**config.mk**
```make
export PLATFORM = sky130hd
export DESIGN_NAME = branch_commit
export DESIGN_NICKNAME = d
export VERILOG_FILES = /design/src/rtl/branch_commit.sv
export SDC_FILE = /design/constraint.sdc
export NUM_CORES = 1
export LEC_CHECK = 0
export CORE_ASPECT_RATIO = 0.9
export CORE_MARGIN = 2
export CORE_UTILIZATION = 45
export DETAILED_ROUTE_END_ITERATION = 12
export DONT_BUFFER_PORTS = 1
export PLACE_DENSITY_LB_ADDON = 0.2
export SLEW_MARGIN = 10
export SYNTH_ARGS = -nofsm -noshare
export SYNTH_HDL_FRONTEND = slang
export SYNTH_SLANG_ARGS = --single-unit
```
**constraint.sdc**
```tcl
create_clock -name clk -period 2.4 [get_ports clk]
set_input_delay 0.48 -clock clk [delete_from_list [all_inputs] [get_ports clk]]
set_output_delay 0.48 -clock clk [all_outputs]
set_load 0.02 [all_outputs]
```
**src/rtl/branch_commit.sv**
```systemverilog
// Commit stage for resolved branch/jump results: regfile writeback,
// fetch redirect, trap entry, pipeline flush and branch statistics.
module branch_commit #(
    parameter int XLEN         = 32,
    parameter int REG_ADDR_W   = 5,
    parameter int PC_INC       = 4,
    parameter int FLUSH_CYCLES = 2
) (
    input  logic                  clk,
    input  logic                  rst,
    input  logic                  in_valid,
    input  logic [XLEN-1:0]       in_res,
    input  logic [XLEN-1:0]       in_jmp,
    input  logic [XLEN-1:0]       in_pc,
    input  logic [REG_ADDR_W-1:0] in_rd,
    input  logic                  in_req,
    input  logic                  in_is_branch,
    input  logic                  in_mispredict,
    input  logic                  in_ovf,
    input  logic                  in_illegal,
    output logic                  alu_clear,
    output logic                  rf_we,
    input  logic                  rf_gnt,
    output logic [REG_ADDR_W-1:0] rf_waddr,
    output logic [XLEN-1:0]       rf_wdata,
    output logic                  pc_redirect,
    output logic [XLEN-1:0]       pc_target,
    output logic                  pipe_flush,
    output logic                  trap_req,
    output logic                  busy,
    output logic [31:0]           branch_cnt,
    output logic [31:0]           mispred_cnt
);

    typedef enum logic [2:0] {
        IDLE, WB, RESOLVE, REDIRECT, FLUSH, TRAP
    } state_t;

    typedef struct packed {
        logic [XLEN-1:0]       res;
        logic [XLEN-1:0]       jmp;
        logic [XLEN-1:0]       pc;
        logic [REG_ADDR_W-1:0] rd;
        logic                  req;
        logic                  is_branch;
        logic                  mispredict;
        logic                  fault;
    } result_t;

    localparam int FCW = (FLUSH_CYCLES > 1) ? $clog2(FLUSH_CYCLES) : 1;
    localparam logic [FCW-1:0] FLOAD = FCW'(FLUSH_CYCLES - 1);

    state_t          state;
    state_t          next;
    result_t         cap;
    logic            accept;
    logic [FCW-1:0]  fcnt;

    assign accept = (state == IDLE) && in_valid;

    always_ff @(posedge clk) begin
        if (rst) begin
            state <= IDLE;
        end else begin
            state <= next;
        end
    end

    always_comb begin
        next = state;
        unique case (state)
            IDLE: begin
                if (in_valid) begin
                    if (in_illegal || in_ovf) begin
                        next = TRAP;
                    end else if (in_rd != '0) begin
                        next = WB;
                    end else begin
                        next = RESOLVE;
                    end
                end
            end
            WB:       if (rf_gnt) next = RESOLVE;
            RESOLVE:  next = cap.mispredict ? REDIRECT : IDLE;
            REDIRECT: next = FLUSH;
            TRAP:     next = FLUSH;
            FLUSH:    if (fcnt == '0) next = IDLE;
            default:  next = IDLE;
        endcase
    end

    always_comb begin
        rf_we       = 1'b0;
        rf_waddr    = '0;
        rf_wdata    = '0;
        pc_redirect = 1'b0;
        pc_target   = '0;
        pipe_flush  = 1'b0;
        trap_req    = 1'b0;
        unique case (state)
            WB: begin
                rf_we    = 1'b1;
                rf_waddr = cap.rd;
                rf_wdata = cap.res;
            end
            REDIRECT: begin
                pc_redirect = 1'b1;
                pipe_flush  = 1'b1;
                pc_target   = cap.req ? cap.jmp : cap.pc + XLEN'(PC_INC);
            end
            TRAP: begin
                trap_req   = 1'b1;
                pipe_flush = 1'b1;
                pc_target  = cap.pc;
            end
            FLUSH:   pipe_flush = 1'b1;
            default: ;
        endcase
    end

    assign busy = (state != IDLE);

    always_ff @(posedge clk) begin
        if (rst) begin
            cap       <= '0;
            alu_clear <= 1'b0;
        end else begin
            alu_clear <= accept;
            if (accept) begin
                cap.res        <= in_res;
                cap.jmp        <= in_jmp;
                cap.pc         <= in_pc;
                cap.rd         <= in_rd;
                cap.req        <= in_req;
                cap.is_branch  <= in_is_branch;
                cap.mispredict <= in_mispredict;
                cap.fault      <= in_illegal | in_ovf;
            end
        end
    end

    // Loaded on the pulse cycle so FLUSH spans exactly FLUSH_CYCLES cycles.
    always_ff @(posedge clk) begin
        if (rst) begin
            fcnt <= '0;
        end else if (state == REDIRECT || state == TRAP) begin
            fcnt <= FLOAD;
        end else if (state == FLUSH && fcnt != '0) begin
            fcnt <= fcnt - 1'b1;
        end
    end

    always_ff @(posedge clk) begin
        if (rst) begin
            branch_cnt  <= '0;
            mispred_cnt <= '0;
        end else if (state == RESOLVE) begin
            if (cap.is_branch && branch_cnt != 32'hFFFF_FFFF) begin
                branch_cnt <= branch_cnt + 32'd1;
            end
            if (cap.mispredict && mispred_cnt != 32'hFFFF_FFFF) begin
                mispred_cnt <= mispred_cnt + 32'd1;
            end
        end
    end

endmodule

```
## Word-level counts from Yosys, hierarchy flattened

Index checks and enable logic that the tools add are counted.

- Add/sub/neg operators: 4
- Equal/unequal tests: 10
- Multiplexer cells: 17
- Reductions and logical operators: 15

Operators by type and width:

| operator | count |
|---|---|
| adder 32 x 1 -> 32 bit (second input constant) | 2 |
| 2-to-1 mux 32 bit | 2 |
| != test 32 bit (second input constant) | 2 |
| case mux 32 bit (2 select lines) | 1 |
| adder 32 x 3 -> 32 bit (second input constant) | 1 |
| case mux 3 bit (5 select lines) | 1 |
| 2-to-1 mux 3 bit | 4 |
| equality test 3 x 2 -> 1 bit (second input constant) | 2 |
| equality test 3 bit (second input constant) | 2 |
| 2-to-1 mux 1 bit | 6 |
| != test 2 bit (second input constant) | 3 |
| 2-to-1 mux 5 bit | 1 |
| nonzero test 5 bit | 1 |
| logical AND 1 bit | 4 |
| 2-to-1 mux 2 bit | 2 |
| AND reduction 2 bit | 2 |
| equality test 3 x 1 -> 1 bit (second input constant) | 1 |
| logical NOT 3 bit | 1 |
| AND reduction 3 bit | 1 |
| nonzero test 3 bit | 1 |
| OR reduction 3 bit | 1 |
| logical OR 1 bit | 2 |
| nonzero test 2 bit | 1 |
| OR reduction 2 bit | 1 |
| subtractor 1 bit (second input constant) | 1 |

- Bits in registers: 173
- Input bits: 110

## Longest topological paths before layout

- Depth in word-level cells: 5
- Depth in mapped cells: 8
- Mapped depth without buffers: 6

## Least setup slack after synthesis

OpenSTA, ideal clock, no wires.

- Path kind: flip-flop to output port
- From: reg cap[11] (netlist bit)
- To: out pc_target[24]
- Data arrival time: 2.049 ns
- Path slack: -0.129 ns
- Cell stages (with the launch flop): 8
- Cell sequence: dfxtp_1 -> ha_1 -> nand4_1 -> nor4_1 -> buf_2 -> a21o_1 -> a21oi_1 -> o21ai_0

- Word-level cells in the longest chain between the ends: 3

Ends and longest elaborated chain:

| what | line | text |
|---|---|---|
| start, declared | 55 | `result_t cap;` |
| adder 32 x 3 -> 32 bit | 109 | `pc_target = cap.req ? cap.jmp : cap.pc + XLEN'(PC_INC);` |
| 2-to-1 mux 32 bit | 109 |  |
| case mux 32 bit (2 select lines) | 100 | `unique case (state)` |
| end, declared | 27 | `output logic [XLEN-1:0] pc_target,` |

No other way between the ends.

## Worst setup path in the final report

- From: reg cap[12] (netlist bit)
- To: out pc_target[23]

The elaborated chain is that of the path after synthesis.

==> impl_metrics.toml <==
[outcome]
status = "finished, violations left"
violations = "setup timing"

[power_and_ir_drop]
ir_drop_mv = 0.404
p_leak_nw = 3.95
power_mw = 7.28
powerDensity_nw_per_um2 = 686

[synthesis]
ys_types = 63
synth-main-ff-cell = "dfxtp_1"
synth_edf_count = 0
async_reset_ff_share_pct = 0
ys_seq_elements = 173
yosysSeqAreaShare_pct = 40.1
synthesis.instances = 1156
ys_warn_count = 0
syn_area_per_cell_sq_um = 7.47
synthesis.nets = 1269
syn_area_sq_um = 8640

[clock_network]
cts_tree = "done"
cts_made_buffers = 17
htree_levels = 4
cts_buffer_depth = 2
clk_latency_ns = 0.42
cts-root-buf = "clkbuf_16"
clk_pin_slew_ns = 0.07
clock-sinks = 173

[final_layout]
finalCoreUtilization_pct = 55.9
finish.instance_area_sq_um = 10600
drive_above_1_share_pct = 20.2
syn2layout_area_growth_pct = 22.8
fin_nets = 1337

[timing]
worst_slack_ns = -0.242
fin_crit_sh_pct = 110
tightest_slew_ns = 0.938
setup_violations = 20
max_slew_margin_pct = 36.9
rsz0062_at_grt = "yes"
clock_skew_ns = 0.0140
hold_ws_ns = 0.128
max_freq_mhz = 379
hold_viol = 0
drv_slew = 0
tns_ns = -2.54
fin_crit_ns = 2.64

[route]
dr.pass1.iters = 5
drc = 0
final_antenna_net_count = 0
routedWlPerCell_microns = 17.2
first_iter_violations = 530
drt_wl_total_microns = 25700
via_per_inst = 5.74
dr_total_vias = 8560

[die]
dieArea_sq_um = 20300
row_count = 48
dieHeight_microns = 135
boundaryPins = 249
design.core.area_sq_um = 19000
floorplan.initialDensity_pct = 45.5
die_width_microns = 150

[global_route]
grt_usage_pct = 24.5
grt_pass1_wl_microns = 40100
antenna_found_initial = 3
grt_overflow = 0
grt_max_degree = 179
grt_pass1_vias = 7848

[critical_path]
arrival_ns = 2.16
crit_path_end_kind = "output pin"
cp-start-kind = "register"
path_max_fanout = 7
critical_path_required_ns = 1.92
path_class = "reg -> out"

[job]
drv_cap = 0

[place]
numPortBuffers = 0
place_area_sq_um = 9590
gp_congestion = 0.838
hpwl_microns = 17000

[min_path]
hold_path_class = "in -> reg"
## flip-flops by register name, summed over array words and instances (netlist names)
signal,cells
cap,104
branch_cnt,32
mispred_cnt,32
state,3
alu_clear,1
fcnt,1
## through the flow
| stage | instances | setup slack (ns) |
|---|---|---|
| after floorplan | 1156 | 0.0253 |
| after global placement | 1442 | 0.0903 |
| after detailed placement | 1442 | 0.0504 |
| after CTS | 1483 | -0.237 |
| after global routing | 1488 | -0.351 |
| final | 1490 | -0.242 |
## placed cells by master (no fill, tap or decap), drive strengths merged, types with 12 or more instances in the layout
cell type | synthesis | layout
nand2 | 263 | 263
dfxtp | 173 | 173
a21oi | 167 | 167
buf | 19 | 136
o21ai | 66 | 66
and3 | 52 | 52
nor2 | 45 | 45
nand4 | 35 | 35
or3 | 34 | 34
nand3 | 34 | 34
o31ai | 24 | 24
or4 | 21 | 21
clkbuf | 69 | 19
inv | 13 | 14
nor3 | 13 | 13
a32oi | 12 | 12
xnor2 | 12 | 12
nor4 | 12 | 12
## routing by layer
| layer | vias up | global-route usage, % | routed length, microns |
|---|---|---|---|
| met2 | 280 | 38.1 | 11900 |
| met3 | 32 | 7.61 | 2080 |
| li1 | 4260 | - | - |
| met5 | - | 0 | 0 |
| met1 | 3988 | 32.0 | 11300 |
| met4 | 0 | 9.07 | 493 |
## worst max-delay path, stage by stage (launching register included)
cell and delay (ns):
dfxtp_2 0.36, buf_6 0.11, nand3_4 0.07, or3_4 0.42
o31a_1 0.27, o31ai_2 0.21, o21ai_1 0.12, buf_4 0.17
## final timing paths
path	from	end	slack (ns)	cells after the start
worst max-delay path	cap[12]	pc_target[23]	-0.24	7
worst min-delay path	rst	cap[51]	0.13	1
worst max register to register	state[1]	branch_cnt[12]	0.18	7
worst min register to register	cap[78]	cap[78]	0.45	2
## report_power, final
part           switching [mW]  internal, mW  total, mW  leakage [nW]
registers               0.163          3.10       3.27          1.42
clock network            1.19          1.56       2.76         0.283
logic                   0.801         0.452       1.25          2.25
total                    2.16          5.12       7.28          3.95
## Yosys cell counts (3+ instances only)
master,instances,share of area (%)
a21o_1,3,0.26
a21oi_1,167,9.7
a32oi_1,12,1.2
and2_1,6,0.43
and3_1,50,3.6
and4_1,9,0.91
buf_1,8,0.35
buf_2,7,0.41
clkbuf_1,69,3.0
dfxtp_1,173,40
ha_1,3,0.43
inv_1,13,0.56
mux2_2,5,0.65
mux2i_1,6,0.70
nand2_1,263,11
nand2b_1,3,0.22
nand3_1,34,2.0
nand3b_1,4,0.35
nand4_1,34,2.5
nor2_1,45,2.0
nor2b_1,6,0.43
nor3_1,12,0.70
nor3b_1,3,0.26
nor4_1,9,0.65
o21ai_0,66,3.8
o31a_1,3,0.30
o31ai_1,24,2.1
or3_1,34,2.5
or4_1,21,1.8
xnor2_1,12,1.2
xor2_1,9,0.91
## kinds of logic after synthesis
logic type,synth area share (%)
xor gates and xnor gates,2.13
AOI/OAI and AO/OA,19.6
buffers and inverters,4.75
adders and majority gates,0.435
and+or+nand+nor,31.5
muxes,1.48
DFF,40.1
## timing repair
item,CTS,global route
resized for setup,51,41
gates cloned,1,1
pin swaps,9,30
hold buffers,0,0
setup buffers,9,4
endpoints found under the setup margin,28,36
## final cells by class
cell class              instances  area (sq um)
fillers                      1825          8370
multi-input cells             882          4980
flip-flops and latches        173          3490
repair buffers                137          1180
clock buffers                  18           439
well taps                     250           313
clock inverters                13           143
inverters                      13          52.6
diodes                          4          10.0
Power figures use the tool's default switching activity.
==> RTL change 1: new RTL, config.mk and constraints unchanged <==
Reset style: asynchronous (`rst`), changed in 4 clocked blocks.
--- a/src/rtl/branch_commit.sv
+++ b/src/rtl/branch_commit.sv
@@ -58,7 +58,7 @@
 
     assign accept = (state == IDLE) && in_valid;
 
-    always_ff @(posedge clk) begin
+    always_ff @(posedge clk or posedge rst) begin
         if (rst) begin
             state <= IDLE;
         end else begin
@@ -120,7 +120,7 @@
 
     assign busy = (state != IDLE);
 
-    always_ff @(posedge clk) begin
+    always_ff @(posedge clk or posedge rst) begin
         if (rst) begin
             cap       <= '0;
             alu_clear <= 1'b0;
@@ -140,7 +140,7 @@
     end
 
     // Loaded on the pulse cycle so FLUSH spans exactly FLUSH_CYCLES cycles.
-    always_ff @(posedge clk) begin
+    always_ff @(posedge clk or posedge rst) begin
         if (rst) begin
             fcnt <= '0;
         end else if (state == REDIRECT || state == TRAP) begin
@@ -150,7 +150,7 @@
         end
     end
 
-    always_ff @(posedge clk) begin
+    always_ff @(posedge clk or posedge rst) begin
         if (rst) begin
             branch_cnt  <= '0;
             mispred_cnt <= '0;
Behaviour: differs if rst is asserted again (counterexample within 4 cycles, from zero or initial values and one cycle with rst high); with rst held inactive, the same outputs for 4 cycles.
==> RTL change 1 against the unedited design <==
- the run still ends with negative setup slack left
- synthesized area shrank 0.52%
- critical path depth grew 1
- worst setup slack lost 0.16 ns
- sequential cell count is the same
- synthesized cell count shrank 33%
- die area shrank 0.51%
- wire length shrank 11%
- non-clock buffer count shrank 26
- cell area grew 0.20%
Power is not compared: it rests on default switching activity, and its combinational part moved more than twofold at a synthesized area within 25%.
==> RTL change 1: results (changes against the unedited design) <==
Power and ir drop
  – PwrDens: 1160 nW/um^2
  – Worst vdd ir: 0.523 mV

Route
  – Per-cell routed wire length: 20.3 um (+17%)
  – DR WL met3: 1870 um (-10%)
  – Metal2 WL: 11300 um (-4.6%)
  – Initial DRC Count: 336 (-37%)
  – Pre-antenna DRT Iters: 5 (unchanged)
  – Metal-1 WL: 9180 um (-19%)
  – DR top layer: met5
  – Avg Vias per Cell: 5.88 (+2.4%)

Place
  – RePlAce Congestion: 0.849 (+1.3%)
  – Final HPWL DP: 16000 um (-6.2%)
  – DP Worst Slack: -0.117 ns (-0.168 ns)
  – IO Port Bufs: 0 (unchanged)
  – Placed cell areas: 9410 um^2 (-1.9%)

Min path
  – Hold Path Depth: 1 (unchanged)
  – Hold wc startpoint: rf_gnt
  – Hold EP: state[0]

Layout
  – Largest regs: cap: 104 flops, branch_cnt: 32 flops, mispred_cnt: 32 flops
  – Post-layout net count: 976 (-27%)
  – Share of post-route cells with drive strength above 1: 35.8% (+16 points)
  – Final Non-Filler Cells: 1123 (-25%)
  – Layout filler cell count: 1562 (-14%)

Timing
  – Setup TNS Final: -5.79 ns (-3.25 ns)
  – Hold WS: 0.178 ns (+0.0508 ns)
  – Final setup vio count: 21 (+5.0%)
  – Slew Limit Fails: 0 (unchanged)
  – Rel. slew slack: 59.0% (+22 points)
  – Final Skew: 0.0114 ns (-0.00259 ns)
  – Setup ws final: -0.397 ns (-0.155 ns)

Worst setup path
  – R2r endpoint: branch_cnt[29]
  – CP Max Fanout: 4 (-3)
  – R2r worst-path depth: 7 (unchanged)
  – Reg2Reg Setup Slack: 0.23 ns (+0.05 ns)
  – Critical Path AT: 2.32 ns (+0.16 ns)
  – Reg-to-Reg Start: state[2]

Clock tree
  – H-tree depth: 4 (unchanged)
  – Skew-Pair Late Insertion Delay: 0.42 ns (about the same)
  – Clk root buf: clkbuf_16
  – Clock transition at path regs: 0.06 ns
  – CTS Buf Count: 17 (unchanged)
  – Max Root-Sink Buffers: 2 (unchanged)

GRT
  – Vias in the first global route: 6586 (-16%)
  – M2 GR Usage: 36.9% (-1.2 points)
  – Met3 Use GR: 6.72% (-0.89 points)
  – M1 GR Usage: 27.5% (-4.4 points)
  – Initial antenna violation count: 4 (+1)
  – Overall routing resource usage: 22.0% (-2.5 points)
  – Largest net degree at the start of global routing: 78 (-56%)
  – First-pass GRT wire length: 35200 um (-12%)

Logic synthesis
  – Syn Inst Count: 769 (-33%)
  – Netlist cell types: 62 (-1.6%)
  – Mapped Nets: 882 (-30%)
  – Synth warn: 0 (unchanged)
  – Most frequent cells after synthesis: dfrtp_1, mux2_2, and3_1
  – Async S/R FF share, synth: 100% (+100 points)
  – Register area share after synthesis: 50.4% (+10 points)
  – Synth area leaders: dfrtp_1, mux2_2, xnor2_1

Outcome
  – Failing checks: negative setup slack
  – Status: complete, but fails checks
-- RTL change 1: repair_timing --
action                                  in CTS  in global routing
pin swaps                                    8                 23
hold endpoints to repair                     3                  0
hold buffers                                 1                  0
gates resized for setup                     55                 60
gates cloned                                 1                  1
buffers inserted                            19                  9
endpoints found under the setup margin      34                 29
-- RTL change 1: worst max-delay path by stage --
stage,start,slack (ns),depth (start not counted),to
CTS,cap[24],-0.36,8,pc_target[28]
global placement,cap[12],-0.04,6,pc_target[26]
floorplan,rst,-0.29,1,alu_clear
detailed placement,cap[12],-0.12,6,pc_target[26]
global route,cap[21],-0.49,8,pc_target[28]
finish,cap[11],-0.40,8,pc_target[11]
-- RTL change 1: cell type report --
class | instances | share of cell area (%)
multi-input combinational | 543 | 40.8
timing repair inverter | 1 | 0.0471
sequential | 173 | 40.7
clock inverter | 14 | 1.34
inverter | 16 | 0.671
antenna | 2 | 0.0471
clock buffer | 18 | 4.04
timing repair buffer | 111 | 9.43
tap | 245 | 2.88
-- RTL change 1: critical path, cell delays in order (launching register included) --
cell     delay [ns]
dfrtp_1        0.43
nand4_1        0.20
buf_6          0.20
buf_6          0.10
or3_4          0.37
nor3_2         0.13
a21oi_1        0.07
o22ai_1        0.22
buf_4          0.18
-- RTL change 1: report_power, final --
part	switching, W	total [W]	leakage [nW]	internal, W
combinational	0.00264	0.00492	2.26	0.00228
sequential	0.000774	0.00469	2.18	0.00391
clock	0.00117	0.00271	0.282	0.00154
-- RTL change 1: cell families after synthesis --
group | after synthesis | synth area share, %
compound gates | 114 | 8.45
xor+xnor | 63 | 6.42
fa+ha+maj | 3 | 0.437
buf+inv | 53 | 2.78
flops | 173 | 50.4
mux | 102 | 13.3
simple gates | 261 | 18.2
==> RTL change 2: new RTL, same flow settings <==
Without the edit above. Set the parameter `XLEN` to 16 (it was 32).
--- a/src/rtl/branch_commit.sv
+++ b/src/rtl/branch_commit.sv
@@ -1,7 +1,7 @@
 // Commit stage for resolved branch/jump results: regfile writeback,
 // fetch redirect, trap entry, pipeline flush and branch statistics.
 module branch_commit #(
-    parameter int XLEN         = 32,
+    parameter int XLEN         = 16,
     parameter int REG_ADDR_W   = 5,
     parameter int PC_INC       = 4,
     parameter int FLUSH_CYCLES = 2
Interface: changed (5 resized); port bits go from 249 to 169. The function was not compared with the original's and may differ.
==> RTL change 2 against the unedited design <==
- power down 21%
- worst setup slack better by 0.20 ns
- die area down 27%
- via count down 30%
- sequential power down 29%
- critical path type unchanged
- highest routed layer unchanged
- largest power group is now the clock network
- the run still ends with negative setup slack left
- cell area down 28%
- non-clock buffer count down 41
- cell count down 31%
- first-iteration DRC count down 27%
- sequential cell count down 48
- wire length down 30%
- sequential share of layout area about the same
- synthesized area down 28%
==> RTL change 2: results (changes against the unedited design) <==
Outcome
  – Status: complete, but fails checks
  – Failing checks: negative setup slack

Place
  – RePlAce Congestion: 0.854 (+1.9%)
  – Placed cell areas: 6910 um^2 (-28%)
  – Final HPWL DP: 12400 um (-27%)

GRT
  – First-pass GRT wire length: 27900 um (-30%)
  – Initial antenna violation count: 0 (-3)
  – Overall routing resource usage: 23.8% (-0.66 points)
  – Vias in the first global route: 5572 (-29%)

Power and ir drop
  – Pleak: 2.94 nW (-26%)
  – Worst vdd ir: 0.490 mV (+21%)
  – Switching Share: 26.7% (-2.9 points)

Layout
  – Diode count: 0 (-4)
  – Post-layout net count: 916 (-31%)
  – Largest regs: cap: 56 flops, branch_cnt: 32 flops, mispred_cnt: 32 flops
  – Layout filler cell count: 1260 (-31%)
  – Share of post-route cells with drive strength above 1: 19.4% (-0.78 points)

Worst setup path
  – Reg2Reg Setup Slack: 0.23 ns (+0.05 ns)
  – Critical Path AT: 1.96 ns (-0.20 ns)
  – CP Max Fanout: 6 (-1)
  – Slowest CP cell: dfxtp_2
  – Worst path max stage delay: 0.36 ns (-0.06 ns)
  – Crit-path leading delay family: simple AND/OR/NAND/NOR gates

Route
  – Routed WL: 17900 um (-30%)
  – Initial DRC Count: 389 (-27%)
  – Avg Vias per Cell: 5.84 (+1.6%)

Logic synthesis
  – Async S/R FF share, synth: 0% (unchanged)
  – Most frequent cells after synthesis: nand2_1, dfxtp_1, a21oi_1
  – Netlist cell types: 63 (unchanged)
  – Register area share after synthesis: 40.3% (+0.25 points)

Timing
  – Final setup vio count: 2 (-90%)
  – Rel. slew slack: 54.6% (+18 points)
  – Setup ws final: -0.0419 ns (+0.200 ns)

Clock tree
  – Skew-Pair Late Insertion Delay: 0.42 ns (about the same)
==> RTL change 2: cell count changes after synthesis, sizes merged, moves of 29 or more <==
cell,delta
a21oi,-91
o21ai,-32
nand2,-114
clkbuf,-35
nor2,+29
dfxtp,-48
==> RTL change 2: kinds of logic after synthesis <==
| kind of cell | after synthesis | synth area share [%] |
|---|---|---|
| buffers and inverters | 63 | 4.13 |
| multiplexers | 11 | 1.88 |
| AO/OA/AOI/OAI | 165 | 16.3 |
| flip-flops | 125 | 40.3 |
| AND/OR/NAND/NOR | 376 | 30.8 |
| XOR/XNOR | 42 | 5.93 |
| adder cells (fa/ha/maj) | 3 | 0.605 |
==> RTL change 2: final timing paths <==
path	end	start	cells after the start
worst max-delay path	pc_target[15]	cap[12]	8
worst min-delay path	mispred_cnt[8]	rst	1
worst max register to register	mispred_cnt[4]	mispred_cnt[7]	6
worst min register to register	cap[53]	cap[53]	2
==> RTL change 2: through the flow <==
step / hold slack, ns / setup TNS, ns / std cells / util [%]
after floorplan: 0.432 / 0 / 785 / -
after global routing: 0.112 / -0.596 / 1032 / 57.1
final: 0.128 / -0.0716 / 1032 / 57.1
after global placement: 0.433 / 0 / 995 / 51.5
after CTS: 0.115 / 0 / 1030 / 56.8
after detailed placement: 0.437 / 0 / 995 / 51.5
==> RTL change 2: metal layers <==
layer	share of wire, %	up-vias	track usage [%]
met5	0	-	0
met4	1.3	0	8.64
met3	6.8	17	6.65
met2	48	211	39.7
met1	44	2878	29.7
li1	-	2918	-
==> RTL change 2: power groups by stage <==
stage / registers [W] / clock network, W / logic [W]
after floorplan: 0.00231 / 0 / 0.000513
after global placement: 0.00235 / 0 / 0.000632
after detailed placement: 0.00236 / 0 / 0.000656
after CTS: 0.00232 / 0.00280 / 0.000668
after global routing: 0.00234 / 0.00288 / 0.000745
final: 0.00232 / 0.00275 / 0.000672
==> RTL change 2: final cells by class <==
cell class / instances / area share (%)
clock buffer: 18 / 5.74
clock inverter: 14 / 2.52
inverter: 14 / 0.687
multi-input combinational: 597 / 45.7
sequential: 125 / 32.9
tap: 168 / 2.75
timing repair buffer: 96 / 9.63
==> RTL change 2: what timing repair did <==
action | 4_1_cts | 5_1_grt
setup buffers | 3 | 2
endpoints found under the hold margin | 0 | 0
gates resized for setup | 21 | 9
pin swaps | 5 | 1
endpoints found under the setup margin | 16 | 10
